## config.mk

```make
export PLATFORM = sky130hd
export DESIGN_NAME = polyphase_dec_ctrl_flat
export DESIGN_NICKNAME = d
export VERILOG_FILES = /design/src/rtl/polyphase_dec_pkg.sv /design/src/rtl/polyphase_dec_ctrl_if.sv /design/src/rtl/dec_prime_cnt.sv /design/src/rtl/polyphase_dec_ctrl.sv /design/src/flat_wrapper.sv
export SDC_FILE = /design/constraint.sdc
export NUM_CORES = 1
export LEC_CHECK = 0
export CORE_ASPECT_RATIO = 0.5
export CORE_UTILIZATION = 50
export CTS_CLUSTER_DIAMETER = 100
export DETAILED_ROUTE_END_ITERATION = 16
export PLACE_DENSITY_LB_ADDON = 0.05
export SETUP_SLACK_MARGIN = 0.3
export SLEW_MARGIN = 5
export SYNTH_ARGS = -nofsm -noshare
export SYNTH_HDL_FRONTEND = slang
export SYNTH_SLANG_ARGS = --single-unit
```

## constraint.sdc

```tcl
create_clock -name clk -period 3.2 [get_ports clk]
set_input_delay 0.64 -clock clk [delete_from_list [all_inputs] [get_ports clk]]
set_output_delay 0.64 -clock clk [all_outputs]
set_load 0.02 [all_outputs]
```

## src/rtl/polyphase_dec_pkg.sv

```systemverilog
// Shared types and constants for the db3 polyphase decimator sequencer.
package polyphase_dec_pkg;

    localparam int unsigned DATA_W      = 16;
    localparam int unsigned FILT_LAT    = 3;
    localparam int unsigned FLUSH_PAIRS = 2;
    localparam int unsigned CNT_W       = 16;

    typedef enum logic [1:0] {
        ST_IDLE  = 2'd0,
        ST_RUN   = 2'd1,
        ST_FLUSH = 2'd2
    } state_e;

    localparam logic PH_ODD  = 1'b1;
    localparam logic PH_EVEN = 1'b0;

endpackage

```

## src/rtl/polyphase_dec_ctrl_if.sv

```systemverilog
// Sample/lane/output handshake bundle between the sequencer and the datapath.
interface polyphase_dec_ctrl_if;

    logic in_valid;
    logic in_ready;
    logic ld_odd;
    logic ld_even;
    logic zero_fill;
    logic pair_en;
    logic out_valid;
    logic out_ready;

    modport master (
        input  in_valid, out_ready,
        output in_ready, ld_odd, ld_even, zero_fill, pair_en, out_valid
    );

    modport slave (
        output in_valid, out_ready,
        input  in_ready, ld_odd, ld_even, zero_fill, pair_en, out_valid
    );

endinterface

```

## src/rtl/dec_prime_cnt.sv

```systemverilog
// Saturating filter-priming counter plus free-running (wrapping) pair counter.
module dec_prime_cnt #(
    parameter int unsigned FILT_LAT = 3,
    parameter int unsigned CNT_W    = 16
) (
    input  logic             clk,
    input  logic             rst_n,
    input  logic             clr,
    input  logic             inc,
    output logic             primed,
    output logic [CNT_W-1:0] pair_cnt
);

    localparam int unsigned PRIME_W = $clog2(FILT_LAT + 1);

    logic [PRIME_W-1:0] prime_q, prime_d;
    logic [CNT_W-1:0]   cnt_q, cnt_d;

    always_comb begin
        prime_d = prime_q;
        cnt_d   = cnt_q;
        if (clr) begin
            prime_d = '0;
            cnt_d   = '0;
        end else if (inc) begin
            cnt_d = cnt_q + CNT_W'(1);
            if (prime_q != PRIME_W'(FILT_LAT)) begin
                prime_d = prime_q + PRIME_W'(1);
            end
        end
    end

    always_ff @(posedge clk or negedge rst_n) begin
        if (!rst_n) begin
            prime_q <= '0;
            cnt_q   <= '0;
        end else begin
            prime_q <= prime_d;
            cnt_q   <= cnt_d;
        end
    end

    assign primed   = (prime_q == PRIME_W'(FILT_LAT));
    assign pair_cnt = cnt_q;

endmodule

```

## src/rtl/polyphase_dec_ctrl.sv

```systemverilog
// Single-clock sequencer for the 2:1 db3 polyphase decimator: lane steering,
// pair advance, pipeline prime/flush and output valid/ready.
module polyphase_dec_ctrl
    import polyphase_dec_pkg::*;
#(
    parameter int unsigned FILT_LAT    = polyphase_dec_pkg::FILT_LAT,
    parameter int unsigned FLUSH_PAIRS = polyphase_dec_pkg::FLUSH_PAIRS,
    parameter int unsigned CNT_W       = polyphase_dec_pkg::CNT_W
) (
    input  logic                       clk,
    input  logic                       rst_n,
    input  logic                       start,
    input  logic                       stop,
    polyphase_dec_ctrl_if.master       bus,
    output logic                       busy,
    output logic                       done,
    output logic                       overrun,
    output logic [CNT_W-1:0]           pair_cnt
);

    localparam int unsigned ZCNT_W = $clog2(2 * FLUSH_PAIRS + 2);

    state_e              state_q, state_d;
    logic                phase_q, phase_d;
    logic [ZCNT_W-1:0]   zleft_q, zleft_d;
    logic                pair_en_q, pair_en_d;
    logic                out_valid_q, out_valid_d;
    logic                busy_q, busy_d;
    logic                done_q, done_d;
    logic                overrun_q, overrun_d;
    logic                zero_fill_q, zero_fill_d;

    logic                start_acc_c;
    logic                hold_c;
    logic                in_ready_c;
    logic                acc_c;
    logic                ld_odd_c;
    logic                ld_even_c;
    logic                primed;

    // Acceptance: an EVEN sample may not complete a pair while an output is held.
    always_comb begin
        start_acc_c = start && !stop && (state_q == ST_IDLE);
        hold_c      = (phase_q == PH_EVEN) && out_valid_q && !bus.out_ready;
        in_ready_c  = ((state_q == ST_RUN) ||
                       ((state_q == ST_FLUSH) && (zleft_q != '0))) && !hold_c;
        acc_c       = in_ready_c && ((state_q == ST_FLUSH) || bus.in_valid);
        ld_odd_c    = acc_c && (phase_q == PH_ODD);
        ld_even_c   = acc_c && (phase_q == PH_EVEN);
    end

    always_comb begin
        state_d     = state_q;
        phase_d     = phase_q;
        zleft_d     = zleft_q;
        done_d      = 1'b0;
        pair_en_d   = ld_even_c;
        out_valid_d = (pair_en_q && primed) || (out_valid_q && !bus.out_ready);
        overrun_d   = overrun_q || (bus.in_valid && (state_q != ST_RUN));

        if (acc_c) begin
            phase_d = ~phase_q;
        end
        if (start_acc_c) begin
            phase_d   = PH_ODD;
            overrun_d = 1'b0;
        end

        case (state_q)
            ST_IDLE: begin
                if (start_acc_c) begin
                    state_d = ST_RUN;
                end
            end
            ST_RUN: begin
                // A half-held pair gets one extra zero before the full flush pairs.
                if (stop) begin
                    state_d = ST_FLUSH;
                    zleft_d = ZCNT_W'(2 * FLUSH_PAIRS) + ZCNT_W'(phase_d == PH_EVEN);
                end
            end
            ST_FLUSH: begin
                if ((zleft_q == '0) && !pair_en_q && (!out_valid_q || bus.out_ready)) begin
                    state_d = ST_IDLE;
                    done_d  = 1'b1;
                end else if (acc_c) begin
                    zleft_d = zleft_q - ZCNT_W'(1);
                end
            end
            default: begin
                state_d = ST_IDLE;
            end
        endcase

        busy_d      = (state_d != ST_IDLE);
        zero_fill_d = (state_d == ST_FLUSH);
    end

    always_ff @(posedge clk or negedge rst_n) begin
        if (!rst_n) begin
            state_q     <= ST_IDLE;
            phase_q     <= PH_ODD;
            zleft_q     <= '0;
            pair_en_q   <= 1'b0;
            out_valid_q <= 1'b0;
            busy_q      <= 1'b0;
            done_q      <= 1'b0;
            overrun_q   <= 1'b0;
            zero_fill_q <= 1'b0;
        end else begin
            state_q     <= state_d;
            phase_q     <= phase_d;
            zleft_q     <= zleft_d;
            pair_en_q   <= pair_en_d;
            out_valid_q <= out_valid_d;
            busy_q      <= busy_d;
            done_q      <= done_d;
            overrun_q   <= overrun_d;
            zero_fill_q <= zero_fill_d;
        end
    end

    dec_prime_cnt #(
        .FILT_LAT (FILT_LAT),
        .CNT_W    (CNT_W)
    ) u_prime_cnt (
        .clk      (clk),
        .rst_n    (rst_n),
        .clr      (start_acc_c),
        .inc      (ld_even_c),
        .primed   (primed),
        .pair_cnt (pair_cnt)
    );

    assign bus.in_ready  = in_ready_c;
    assign bus.ld_odd    = ld_odd_c;
    assign bus.ld_even   = ld_even_c;
    assign bus.zero_fill = zero_fill_q;
    assign bus.pair_en   = pair_en_q;
    assign bus.out_valid = out_valid_q;
    assign busy          = busy_q;
    assign done          = done_q;
    assign overrun       = overrun_q;

endmodule

```

## src/flat_wrapper.sv

```systemverilog
// flat-port wrapper written by rule: the top's interface ports become plain ports
module polyphase_dec_ctrl_flat import polyphase_dec_pkg::*;
#(
    parameter int unsigned FILT_LAT    = polyphase_dec_pkg::FILT_LAT,
    parameter int unsigned FLUSH_PAIRS = polyphase_dec_pkg::FLUSH_PAIRS,
    parameter int unsigned CNT_W       = polyphase_dec_pkg::CNT_W
)
  (clk, rst_n, start, stop, busy, done, overrun, pair_cnt, bus_in_valid, bus_out_ready, bus_in_ready, bus_ld_odd, bus_ld_even, bus_zero_fill, bus_pair_en, bus_out_valid);
  polyphase_dec_ctrl_if bus_i ();
  input  logic clk;
  input  logic rst_n;
  input  logic start;
  input  logic stop;
  output logic busy;
  output logic done;
  output logic overrun;
  output logic [CNT_W-1:0] pair_cnt;
  input wire logic [$bits(bus_i.in_valid)-1:0] bus_in_valid;
  input wire logic [$bits(bus_i.out_ready)-1:0] bus_out_ready;
  output wire logic [$bits(bus_i.in_ready)-1:0] bus_in_ready;
  output wire logic [$bits(bus_i.ld_odd)-1:0] bus_ld_odd;
  output wire logic [$bits(bus_i.ld_even)-1:0] bus_ld_even;
  output wire logic [$bits(bus_i.zero_fill)-1:0] bus_zero_fill;
  output wire logic [$bits(bus_i.pair_en)-1:0] bus_pair_en;
  output wire logic [$bits(bus_i.out_valid)-1:0] bus_out_valid;
  assign bus_i.in_valid = bus_in_valid;
  assign bus_i.out_ready = bus_out_ready;
  assign bus_in_ready = bus_i.in_ready;
  assign bus_ld_odd = bus_i.ld_odd;
  assign bus_ld_even = bus_i.ld_even;
  assign bus_zero_fill = bus_i.zero_fill;
  assign bus_pair_en = bus_i.pair_en;
  assign bus_out_valid = bus_i.out_valid;
  polyphase_dec_ctrl #(.FILT_LAT(FILT_LAT), .FLUSH_PAIRS(FLUSH_PAIRS), .CNT_W(CNT_W)) u_core (.clk(clk), .rst_n(rst_n), .start(start), .stop(stop), .bus(bus_i), .busy(busy), .done(done), .overrun(overrun), .pair_cnt(pair_cnt));
endmodule
```

# Yosys cells after proc, flatten, opt, wreduce, memory -nomap -nowiden
# Index checks and enable logic that the tools add are counted.
# word_totals
reg_bits,30
inputBits,6
wordCells,77
# op_classes
add_sub_neg,4
n_eq_ne,9
n_mux,18
bitwise,2
reduce_logical,33
# op_table
op,n
2-to-1 mux 16 bit,2
adder 16 x 1 -> 16 bit (second input constant),1
logical AND 1 bit,14
2-to-1 mux 2 bit,6
2-to-1 mux 3 bit,3
nonzero test 2 bit,4
== test 2 bit (second input constant),3
inequality test 2 bit (second input constant),3
one-hot mux 2 bit (3 select lines),1
one-hot mux 3 bit (2 select lines),1
zero test 1 bit,5
logical OR 1 bit,5
2-to-1 mux 1 bit,5
inequality test 2 x 1 -> 1 bit (second input constant),2
AND reduction 4 bit,1
adder 3 x 1 -> 3 bit (first input constant),1
zero test 3 bit,1
nonzero test 3 bit,1
subtractor 3 x 1 -> 3 bit (second input constant),1
adder 2 x 1 -> 2 bit (second input constant),1
== test 2 x 1 -> 1 bit (second input constant),1
zero test 2 bit,1
inverter 1 bit,2
AND reduction 2 bit,1

# Logic depth before layout (Yosys ltp)
# Gate-level depths: netlist (run 1).
# depth
depth_word,12
depth_mapped,11
ltp_nobuf,10

# Cells and area by module
# From an unflattened synthesis (run 1), not the netlist that was laid out.
# unflattened
cells_unflattened,146
hier_area_um2,1561.5
# modules_own_cells
module,n_inst,cells_each,area_each_um2
dec_prime_cnt,1,90,938.4
polyphase_dec_ctrl,1,56,623.1

# Worst setup path before layout (run 1)
# No wires, ideal clock.
# synth_timing
kind,reg-to-reg
from,register u_core.state_q[0]
to,"register u_core.u_prime_cnt.cnt_q[11], in the netlist u_core.u_prime_cnt.pair_cnt[11]"
setup_time_ns,0.066
arrival_time_ns,2.432
slack_ns,0.702
stages_incl_launch_ff,11
period_less_slack_ns,2.498
path_cell_list,dfrtp_1 nand2b_1 buf_2 nand2b_1 a21oi_1 ha_1 and4_1 buf_4 nand3_4 or4_1 nand2_1
# synth_via
elab_chain_cells,7
# synth_rtl
element,line_no,rtl
start: declaration,polyphase_dec_ctrl.sv:23,"state_e state_q, state_d;"
start signal: assignment,polyphase_dec_ctrl.sv:111,state_q <= state_d;
== test 2 bit,"polyphase_dec_ctrl.sv:46, polyphase_dec_ctrl.sv:47",
logical AND 1 bit,polyphase_dec_ctrl.sv:46,((state_q == ST_FLUSH) && (zleft_q != '0))) && !hold_c;
logical OR 1 bit,polyphase_dec_ctrl.sv:45,in_ready_c = ((state_q == ST_RUN) ||
logical AND 1 bit,polyphase_dec_ctrl.sv:46,
logical AND 1 bit *,polyphase_dec_ctrl.sv:47,acc_c = in_ready_c && ((state_q == ST_FLUSH) || bus.in_valid);
logical AND 1 bit *,polyphase_dec_ctrl.sv:49,ld_even_c = acc_c && (phase_q == PH_EVEN);
via bus_ld_even,flat_wrapper.sv:22,output wire logic [$bits(bus_i.ld_even)-1:0] bus_ld_even;
nonzero test 2 bit (no source line) *,n/a,
end signal: assignment,dec_prime_cnt.sv:39,cnt_q <= cnt_d;
end: declaration,dec_prime_cnt.sv:17,"logic [CNT_W-1:0] cnt_q, cnt_d;"
# The timed path passes the listed nets; every way through them passes the cells marked *.
# A chain may end at the register's enable or synchronous reset.

# Final worst setup path (run 1)
# layout_timing
from,input port bus_out_ready
to,output port bus_ld_even
# layout_via
elab_chain_cells,6
# layout_rtl
element,line_no,rtl
start: declaration,flat_wrapper.sv:19,input wire logic [$bits(bus_i.out_ready)-1:0] bus_out_ready;
zero test 1 bit,polyphase_dec_ctrl.sv:44,hold_c = (phase_q == PH_EVEN) && out_valid_q && !bus.out_ready;
logical AND 1 bit,polyphase_dec_ctrl.sv:44,
zero test 1 bit,polyphase_dec_ctrl.sv:46,
logical AND 1 bit,polyphase_dec_ctrl.sv:46,
logical AND 1 bit,polyphase_dec_ctrl.sv:47,
logical AND 1 bit,polyphase_dec_ctrl.sv:49,
end: declaration,flat_wrapper.sv:22,
# Every way passes these cells.

==> results of run 1 <==
[worst max-delay path by stage]
stage / startpoint / end / slack (ns)
after global routing: u_core.state_q[0]$_DFF_PN0_ / u_core.u_prime_cnt.pair_cnt[11]$_DFFE_PN0P_ / 0.39
after global placement: bus_in_valid / bus_ld_even / 0.29
final: bus_out_ready / bus_ld_even / 0.54
after detailed placement: bus_out_ready / bus_ld_even / 0.23
after CTS: u_core.state_q[0]$_DFF_PN0_ / bus_ld_odd / 0.35
after floorplan: u_core.state_q[0]$_DFF_PN0_ / u_core.u_prime_cnt.pair_cnt[11]$_DFFE_PN0P_ / 0.70
[cells in the mapped netlist, types with 2 or more instances]
| library cell | n | area [um2] |
|---|---|---|
| a21oi_1 | 8 | 40.0 |
| and4_1 | 2 | 17.5 |
| dfrtp_1 | 29 | 726 |
| ha_1 | 6 | 75.1 |
| inv_1 | 4 | 15.0 |
| mux2i_1 | 2 | 20.0 |
| nand2_1 | 10 | 37.5 |
| nand2b_1 | 3 | 18.8 |
| nand3_1 | 4 | 20.0 |
| nand3b_1 | 2 | 15.0 |
| nand4_1 | 4 | 25.0 |
| nor2_1 | 15 | 56.3 |
| nor2b_1 | 2 | 12.5 |
| nor3_1 | 2 | 10.0 |
| o211ai_1 | 2 | 15.0 |
| o21ai_0 | 6 | 30.0 |
| or2_2 | 2 | 12.5 |
| or2b_1 | 2 | 15.0 |
| or3_1 | 4 | 25.0 |
| or4_1 | 2 | 15.0 |
| xnor2_1 | 2 | 17.5 |
| xor2_1 | 8 | 70.1 |
[repair_timing]
action | CTS | global route
setup endpoints to repair | 2 | 1
resized for setup | 2 | 2
gates cloned | 0 | 0
[routing by layer]
layer  GRT usage [%]  routed length [um]  part of all wire (%)  vias up
met3            7.73                 109                   3.8        6
met5               0                   0                     0        -
met1            26.7                1450                    51      550
met2            32.9                1270                    44       17
li1                -                   -                     -      564
met4            5.56                  27                  0.95        0
[worst max-delay path, stage by stage]
cell             delay [ns]
clkdlybuf4s50_1        0.44
nor3b_2                0.28
a21oi_1                0.10
ha_1                   0.23
dlygate4sd2_1          0.33
[metrics by stage]
step	cells	hold slack, ns	setup slack, ns	total power (uW)	utilization [%]
final	212	0.479	0.536	1260	71.2
after CTS	212	0.488	0.348	1270	71.0
after detailed placement	204	0.475	0.232	960	67.5
after floorplan	137	0.344	0.702	792	-
after global placement	204	0.460	0.290	947	67.5
after global routing	212	0.519	0.388	1340	71.2
[registers in the layout, indices dropped and copies added (netlist names)]
name	count
u_core.bus.out_valid	1
u_core.bus.pair_en	1
u_core.bus.zero_fill	1
u_core.busy	1
u_core.done	1
u_core.overrun	1
u_core.phase_q	1
u_core.state_q	2
u_core.u_prime_cnt.pair_cnt	16
u_core.u_prime_cnt.prime_q	2
u_core.zleft_q	3
[layout make-up]
type / count / area [um2] / share of cell area [%]
clock buffers: 7 / 86.3 / 4.52
inverters: 4 / 15.0 / 0.786
clock inverters: 1 / 5.00 / 0.262
repair buffers: 33 / 324 / 17.0
multi-input cells: 100 / 682 / 35.7
flip-flops and latches: 30 / 752 / 39.4
well taps: 37 / 46.3 / 2.42
[cell families after synthesis]
| group | synth area share (%) |
|---|---|
| compound gates | 8.15 |
| xor+xnor | 6.01 |
| fa+ha+maj | 5.15 |
| buf+inv | 2.15 |
| flops | 51.6 |
| mux | 1.37 |
| simple gates | 25.6 |
[power by group through the flow]
stage / Clock (uW) / Combinational (uW) / Sequential, uW
finish: 309 / 424 / 525
global route: 331 / 475 / 538
CTS: 317 / 429 / 524
detailed placement: 0 / 430 / 529
global placement: 0 / 422 / 525
floorplan: 0 / 239 / 553
==> reports/qor.yml, run 1 <==
worst_setup_path:
  worstReg2RegStart: "u_core.state_q[0]$_DFF_PN0_"
  reg2regPathDepth: 9
  r2r_setup_slack_ns: 0.59
  path_max_fanout: 3
  cp_data_required_time_ns: 2.56
  cp.arrival_ns: 2.02
  cp-end-kind: "output port"
  path_class: "in -> out"
  start_kind: "input pin"
  regToRegEndpoint: "u_core.u_prime_cnt.pair_cnt[11]$_DFFE_PN0P_"
floorplan:
  core.rowCount: 13
  fp.dieArea_mm2: 0.00315
  fp.dieW_um: 78.4
  die_h_um: 40.2
  start_util_pct: 54.3
  pin_count: 31
  core-area_mm2: 0.00268
timing:
  fin_crit_sh_pct: 83.2
  slew_headroom_pct: 59.9
  rsz0062_at_grt: "no"
  finalSetupViolCount: 0
  setup_tns_ns: 0
  worstMarginPinSlew_ns: 0.600
  period_needed_ns: 2.66
  fin_worst_skew_ns: 0.00285
  slew_viol_final: 0
  maxClockFrequency_ghz: 0.375
  hold_viol: 0
clocking:
  clock-sinks: 30
  cts_buffer_depth: 2
  cts_tree: "done"
  htreeDepth: 2
  holdBufCountCts: 0
  clk_pin_slew_ns: 0.06
  cts-root-buf: "clkbuf_8"
  clk_latency_ns: 0.27
  post-cts-setup-buffers: 0
  cts_buffers: 5
logic_synthesis:
  netlist_area_mm2: 0.00146
  synth-seq-area-share_pct: 51.6
  synth_fp_nets: 149
  synth-async-reset-ratio_pct: 100
  yosys_warnings: 0
  ys_ff_latch: 30
  synthFlopType: "dfrtp_1"
  synthCells: 137
  synth-edff-count: 0
  avgSynthCellArea_um2: 10.6
  ys_types: 38
route:
  wl_um: 2850
  drt.antenna.violating_nets: 0
  vias_per_cell: 5.36
  drt_iter0_markers: 30
  drc: 0
  dr.pass1.iters: 4
  vias: 1137
  post_drt_wl_per_cell_um: 13.5
power_and_ir_drop:
  power_density_mw_per_mm2: 659
  p_sw_uw: 428
  leakagePower_uw: 0.000868
  p_int_uw: 830
  ir_worst_vdd_mv: 0.346
  seq_power_share_pct: 41.8
  p_comb_share_pct: 33.7
  p_clk_share_pct: 24.6
  p_sw_share_pct: 34.0
global_route:
  grt_pass1_wl_um: 4570
  grt_max_degree: 31
  antenna_found_initial: 0
  grt_use_total_pct: 20.5
  grt_pass1_vias: 984
  grt_overflow: 0
place:
  io_buffers: 30
  gp_congestion: 0.792
  hpwl_um: 2050
  placed_area_mm2: 0.00181
finish:
  final_cell_mix: "29 x dfrtp_1, 28 x clkdlybuf4s50_1, 15 x nor2_1"
  n_antenna_cell: 0
  final_common_cell: "dfrtp_1"
  nNetsFinal: 186
  drive_gt1_share_pct: 10.9
  stdcell_area_mm2: 0.00191
  fill_cells: 206
  areaGrowthSynthToFinish_pct: 31.1
min_path:
  holdCritStartpoint: "u_core.zleft_q[1]$_DFFE_PN0P_"
  hold_path_depth: 2
  min_path_type: "reg -> reg"
  holdPathEnd: "u_core.zleft_q[1]$_DFFE_PN0P_"
run_status:
  status: "completed"
flow_run:
  maxCapViolCount: 0
No activity file was read; power rests on OpenSTA's default activity.
==> run 2: changes to the inputs <==
clock period = 2.8 ns   (was 3.2 ns; I/O delays follow)
==> reports/qor.yml, run 2 (synthesis gave the netlist of run 1 again) <==
floorplan:
  fp.dieW_um: 78.4  # unchanged
  die_h_um: 40.2  # unchanged
  core-area_mm2: 0.00268  # unchanged
  start_util_pct: 54.3  # unchanged
  core.rowCount: 13  # unchanged
  fp.dieArea_mm2: 0.00315  # unchanged
  pin_count: 31  # unchanged
power_and_ir_drop:
  seq_power_share_pct: 41.7  # about the same
  ir_worst_vdd_mv: 0.430  # +25%
  power_density_mw_per_mm2: 737  # +12%
  p_int_uw: 943  # +14%
  p_comb_share_pct: 34.6  # +0.9 points
  p_clk_share_pct: 23.7  # -0.9 points
  leakagePower_uw: 0.000877  # +1.0%
  p_sw_share_pct: 34.1  # +0.050 points
  p_sw_uw: 487  # +14%
worst_setup_path:
  cp.arrival_ns: 1.88  # -0.14 ns
  slowest_stage: "clkdlybuf4s50_1"
  path_max_fanout: 2  # -1
  cp_data_required_time_ns: 2.24  # -0.32 ns
  cp_cell_sequence: "clkdlybuf4s50_1 -> nand3b_1 -> a21oi_2 -> ha_2 -> dlygate4sd2_1"
  cp-end-kind: "output port"
  cp_top_family: "buffers and inverters"
  start_kind: "input pin"
  path_buf_inv: 2  # unchanged
  cp_num_cells: 5  # unchanged
  path_class: "in -> out"
  max_stage_delay_ns: 0.47  # +0.03 ns
  reg2regPathDepth: 11  # +2
timing:
  slew_headroom_pct: 74.4  # +15 points
  finalSetupViolCount: 0  # unchanged
  period_needed_ns: 2.44
  worstMarginPinSlew_ns: 0.383  # -0.216 ns
  rsz0062_at_grt: "yes"
  setup_tns_ns: 0  # unchanged
  maxClockFrequency_ghz: 0.410
  fin_crit_sh_pct: 87.2
  fin_worst_skew_ns: 0.00396  # +0.00111 ns
  slew_viol_final: 0  # unchanged
  setup_slack_ns: 0.359  # -0.177 ns
  hold_viol: 0  # unchanged
place:
  io_buffers: 30  # unchanged
  placed_area_mm2: 0.00185  # +2.1%
  pre_cts_slack_ns: 0.0557  # -0.176 ns
  gp_congestion: 0.747  # -5.7%
  hpwl_um: 2100  # +2.4%
finish:
  drive_gt1_share_pct: 14.0  # +3.2 points
  largest_reg_flops: 16  # unchanged
  nNetsFinal: 191  # +2.7%
  final_cell_mix: "29 x dfrtp_1, 27 x clkdlybuf4s50_1, 15 x nor2_1"
  areaGrowthSynthToFinish_pct: 33.1
  final_common_cell: "dfrtp_1"
  stdcell_area_mm2: 0.00194  # +1.6%
  n_antenna_cell: 0  # unchanged
global_route:
  grt_overflow: 0  # unchanged
  met1_usage_pct: 25.7  # -1.1 points
  antenna_found_initial: 0  # unchanged
  grt_pass1_vias: 1010  # +2.6%
  grt_use_total_pct: 20.7  # +0.24 points
  grt_pass1_wl_um: 4550  # -0.59%
  grt_use_met2_pct: 34.4  # +1.5 points
  top_usage_layer: "met2"
  use_met3_pct: 6.82  # -0.91 points
  grt_max_degree: 31  # unchanged
clocking:
  clk_latency_ns: 0.28  # about the same
  cts_resized: 3  # +1
  clock-sinks: 30  # unchanged
  cts_tree: "done"
  holdBufCountCts: 0  # unchanged
  clk_pin_slew_ns: 0.06  # about the same
  htreeDepth: 2  # unchanged
  cts_buffers: 5  # unchanged
  cts_buffer_depth: 2  # unchanged
  cts-root-buf: "clkbuf_8"
  post-cts-setup-buffers: 0  # unchanged
route:
  drt_iter0_markers: 36  # +20%
  vias_per_cell: 5.33  # -0.53%
  dr.pass1.iters: 4  # unchanged
  vias: 1147  # +0.88%
  post_drt_wl_per_cell_um: 13.7  # +2.0%
  drc: 0  # unchanged
  drt.antenna.violating_nets: 0  # unchanged
  wl_um: 2950  # +3.4%
min_path:
  hold_path_depth: 2  # unchanged
  min_path_type: "reg -> reg"
run_status:
  status: "completed"
flow_run:
  maxCapViolCount: 0  # unchanged
==> run 2: tightest hold or removal path: stages (launching register included) <==
cell and delay (ns):
dfrtp_1 0.34, nand2_1 0.05, o41ai_1 0.05
==> run 2: power groups by stage <==
stage	sequential, uW	clock (uW)	combinational (uW)
4_1_cts	594	350	494
5_1_grt	612	365	549
2_1_floorplan	632	0	274
3_5_place_dp	601	0	506
3_3_place_gp	598	0	491
6_report	596	339	495
==> run 2: metal layers <==
metal	vias up	wire length [um]
li1	572	-
met1	551	1460
met3	5	103
met5	-	0
met2	19	1350
met4	0	38
==> run 2: worst paths after layout <==
| path | to | start | slack [ns] |
|---|---|---|---|
| hold reg to reg | u_core.zleft_q[1]$_DFFE_PN0P_ | u_core.zleft_q[1]$_DFFE_PN0P_ | 0.47 |
| max in group asynchronous | u_core.phase_q$_DFF_PN1_ | rst_n | 1.81 |
| setup / recovery | bus_ld_even | bus_in_valid | 0.36 |
| min in group asynchronous | u_core.u_prime_cnt.pair_cnt[3]$_DFFE_PN0P_ | rst_n | 0.67 |
| hold / removal | u_core.zleft_q[1]$_DFFE_PN0P_ | u_core.zleft_q[1]$_DFFE_PN0P_ | 0.47 |
| setup reg to reg | u_core.u_prime_cnt.pair_cnt[11]$_DFFE_PN0P_ | u_core.zleft_q[0]$_DFFE_PN0P_ | 0.45 |
==> run 2: cell type report <==
class / instances / area [um2]
multi-input combinational: 100 / 688
tap: 37 / 46.3
clock buffer: 6 / 82.6
sequential: 30 / 752
inverter: 4 / 15.0
fill: 220 / 743
timing repair buffer: 38 / 357
==> run 2: metrics by stage <==
| step | power [uW] | utilization [%] | hold slack (ns) | instances |
|---|---|---|---|---|
| finish | 1430 | 72.3 | 0.469 | 215 |
| global route | 1530 | 72.3 | 0.534 | 215 |
| CTS | 1440 | 71.8 | 0.475 | 215 |
| detailed placement | 1110 | 68.9 | 0.461 | 209 |
| global placement | 1090 | 68.9 | 0.460 | 209 |
| floorplan | 906 | - | 0.264 | 137 |
==> run 3: changes to the inputs <==
GPL_TIMING_DRIVEN = 0   (was unset)
==> reports/qor.yml, run 3 (synthesis gave the netlist of run 1 again) <==
worst_setup_path:
  path_max_fanout: 8  # +6
  start_kind: "flip-flop"
  endpoint: "bus_ld_even"
  path_class: "reg -> out"
  regToRegEndpoint: "u_core.u_prime_cnt.pair_cnt[11]$_DFFE_PN0P_"
  worstReg2RegStart: "u_core.state_q[0]$_DFF_PN0_"
  cp_data_required_time_ns: 2.24  # about the same
  reg2regPathDepth: 10  # -1
  startpoint: "u_core.state_q[0]$_DFF_PN0_"
  r2r_setup_slack_ns: 0.41  # -0.04 ns
  cp-end-kind: "output port"
  cp.arrival_ns: 1.86  # -0.02 ns
route:
  drt_iter0_markers: 33  # -8.3%
  dr.pass1.iters: 4  # unchanged
  drt.antenna.violating_nets: 0  # unchanged
  drc: 0  # unchanged
  vias: 1145  # -0.17%
  vias_per_cell: 5.33  # -0.17%
  post_drt_wl_per_cell_um: 13.9  # +1.6%
  wl_um: 3000  # +1.6%
timing:
  fin_worst_skew_ns: 0.00441  # +0.000446 ns
  finalSetupViolCount: 0  # unchanged
  fin_crit_sh_pct: 86.6  # -0.58 points
  slew_viol_final: 0  # unchanged
  slew_headroom_pct: 56.4  # -18 points
  hold_viol: 0  # unchanged
  period_needed_ns: 2.42  # -0.0162 ns
  maxClockFrequency_ghz: 0.412  # +0.67%
  rsz0062_at_grt: "no"
  setup_tns_ns: 0  # unchanged
  worstMarginPinSlew_ns: 0.654  # +0.270 ns
finish:
  nNetsFinal: 191  # unchanged
  stdcell_area_mm2: 0.00194  # -0.13%
  drive_gt1_share_pct: 15.7  # +1.7 points
  n_antenna_cell: 0  # unchanged
  largest_reg_flops: 16  # unchanged
  areaGrowthSynthToFinish_pct: 33.0
  final_common_cell: "dfrtp_1"
  fill_cells: 203  # -7.7%
  final_cell_mix: "28 x dfrtp_1, 26 x clkdlybuf4s50_1, 15 x nor2_1"
clocking:
  clock-sinks: 30  # unchanged
  clk_pin_slew_ns: 0.06  # about the same
  clk_latency_ns: 0.28  # about the same
  cts_tree: "done"
  htreeDepth: 2  # unchanged
  cts_buffer_depth: 2  # unchanged
  cts_buffers: 5  # unchanged
  cts-root-buf: "clkbuf_8"
global_route:
  grt_use_total_pct: 21.4  # +0.65 points
  use_met3_pct: 7.50  # +0.68 points
  grt_max_degree: 31  # unchanged
  grt_overflow: 0  # unchanged
  antenna_found_initial: 0  # unchanged
  grt_pass1_vias: 1019  # +0.89%
  grt_use_met2_pct: 36.4  # +2.0 points
  met1_usage_pct: 25.7  # +0.036 points
  grt_pass1_wl_um: 4690  # +3.0%
  top_usage_layer: "met2"
floorplan:
  fp.dieArea_mm2: 0.00315  # unchanged
  core-area_mm2: 0.00268  # unchanged
  fp.dieW_um: 78.4  # unchanged
  start_util_pct: 54.3  # unchanged
  pin_count: 31  # unchanged
  die_h_um: 40.2  # unchanged
  core.rowCount: 13  # unchanged
run_status:
  status: "completed"
place:
  placed_area_mm2: 0.00180  # -2.4%
  hpwl_um: 2020  # -3.8%
  gp_congestion: 0.758  # +1.5%
  io_buffers: 30  # unchanged
min_path:
  min_path_type: "in -> async"
flow_run:
  maxCapViolCount: 0  # unchanged
power_and_ir_drop:
  power_density_mw_per_mm2: 751  # +2.0%
  ir_worst_vdd_mv: 0.427  # -0.79%
  leakagePower_uw: 0.000863  # -1.6%
-- run 3: where the power goes --
part / total [uW] / internal (uW) / switching [uW] / leakage (uW)
clock network: 334 / 189 / 145 / 0.0000431
registers: 594 / 527 / 67.2 / 0.000397
logic: 528 / 250 / 278 / 0.000423
-- run 3: how the worst min path moves through the flow --
stage | cells after the start | slack, ns | startpoint | to
2_1_floorplan | 0 | 0.26 | rst_n | u_core.bus.out_valid$_DFF_PN0_
3_3_place_gp | 2 | 0.46 | u_core.zleft_q[1]$_DFFE_PN0P_ | u_core.zleft_q[1]$_DFFE_PN0P_
3_5_place_dp | 2 | 0.46 | u_core.zleft_q[1]$_DFFE_PN0P_ | u_core.zleft_q[1]$_DFFE_PN0P_
4_1_cts | 2 | 0.47 | u_core.zleft_q[1]$_DFFE_PN0P_ | u_core.zleft_q[1]$_DFFE_PN0P_
5_1_grt | 1 | 0.36 | rst_n | u_core.u_prime_cnt.pair_cnt[4]$_DFFE_PN0P_
6_report | 1 | 0.31 | rst_n | u_core.u_prime_cnt.pair_cnt[4]$_DFFE_PN0P_
-- run 3: area by class of cell --
class	count	area, um2	area share [%]
Timing Repair Buffer	35	328	16.9
Inverter	4	15.0	0.775
Sequential cell	30	753	38.9
Buffer	3	16.3	0.839
Multi-Input combinational cell	100	697	36.0
Tap cell	37	46.3	2.39
Clock buffer	6	82.6	4.26
-- run 3: stage by stage --
stage,instances,setup slack [ns],utilization [%],power [uW],hold slack (ns)
after floorplan,137,0.302,-,906,0.264
after global placement,204,-0.128,67.2,1070,0.460
after detailed placement,204,-0.132,67.2,1090,0.462
after CTS,211,0.251,70.7,1430,0.475
after global routing,215,0.301,72.2,1560,0.358
final,215,0.376,72.2,1460,0.308
-- run 3: layer usage --
| metal | vias up | routed length (um) |
|---|---|---|
| li1 | 566 | - |
| met1 | 555 | 1440 |
| met2 | 19 | 1410 |
| met3 | 5 | 115 |
| met4 | 0 | 34 |
| met5 | - | 0 |
-- run 3: timing repair --
item / 4_1_cts / 5_1_grt
pin swaps: 1 / 2
buffers inserted: 1 / 4
setup endpoints to repair: 8 / 7
hold buffers: 0 / 0
gates resized for setup: 7 / 6
-- run 3: worst max-delay path, stage by stage (launching register included) --
cell and delay [ns]:
dfrtp_2 0.43, nand2b_1 0.14, buf_2 0.16, nand2b_1 0.18, a21oi_2 0.21, ha_4 0.20, clkdlybuf4s15_2 0.27
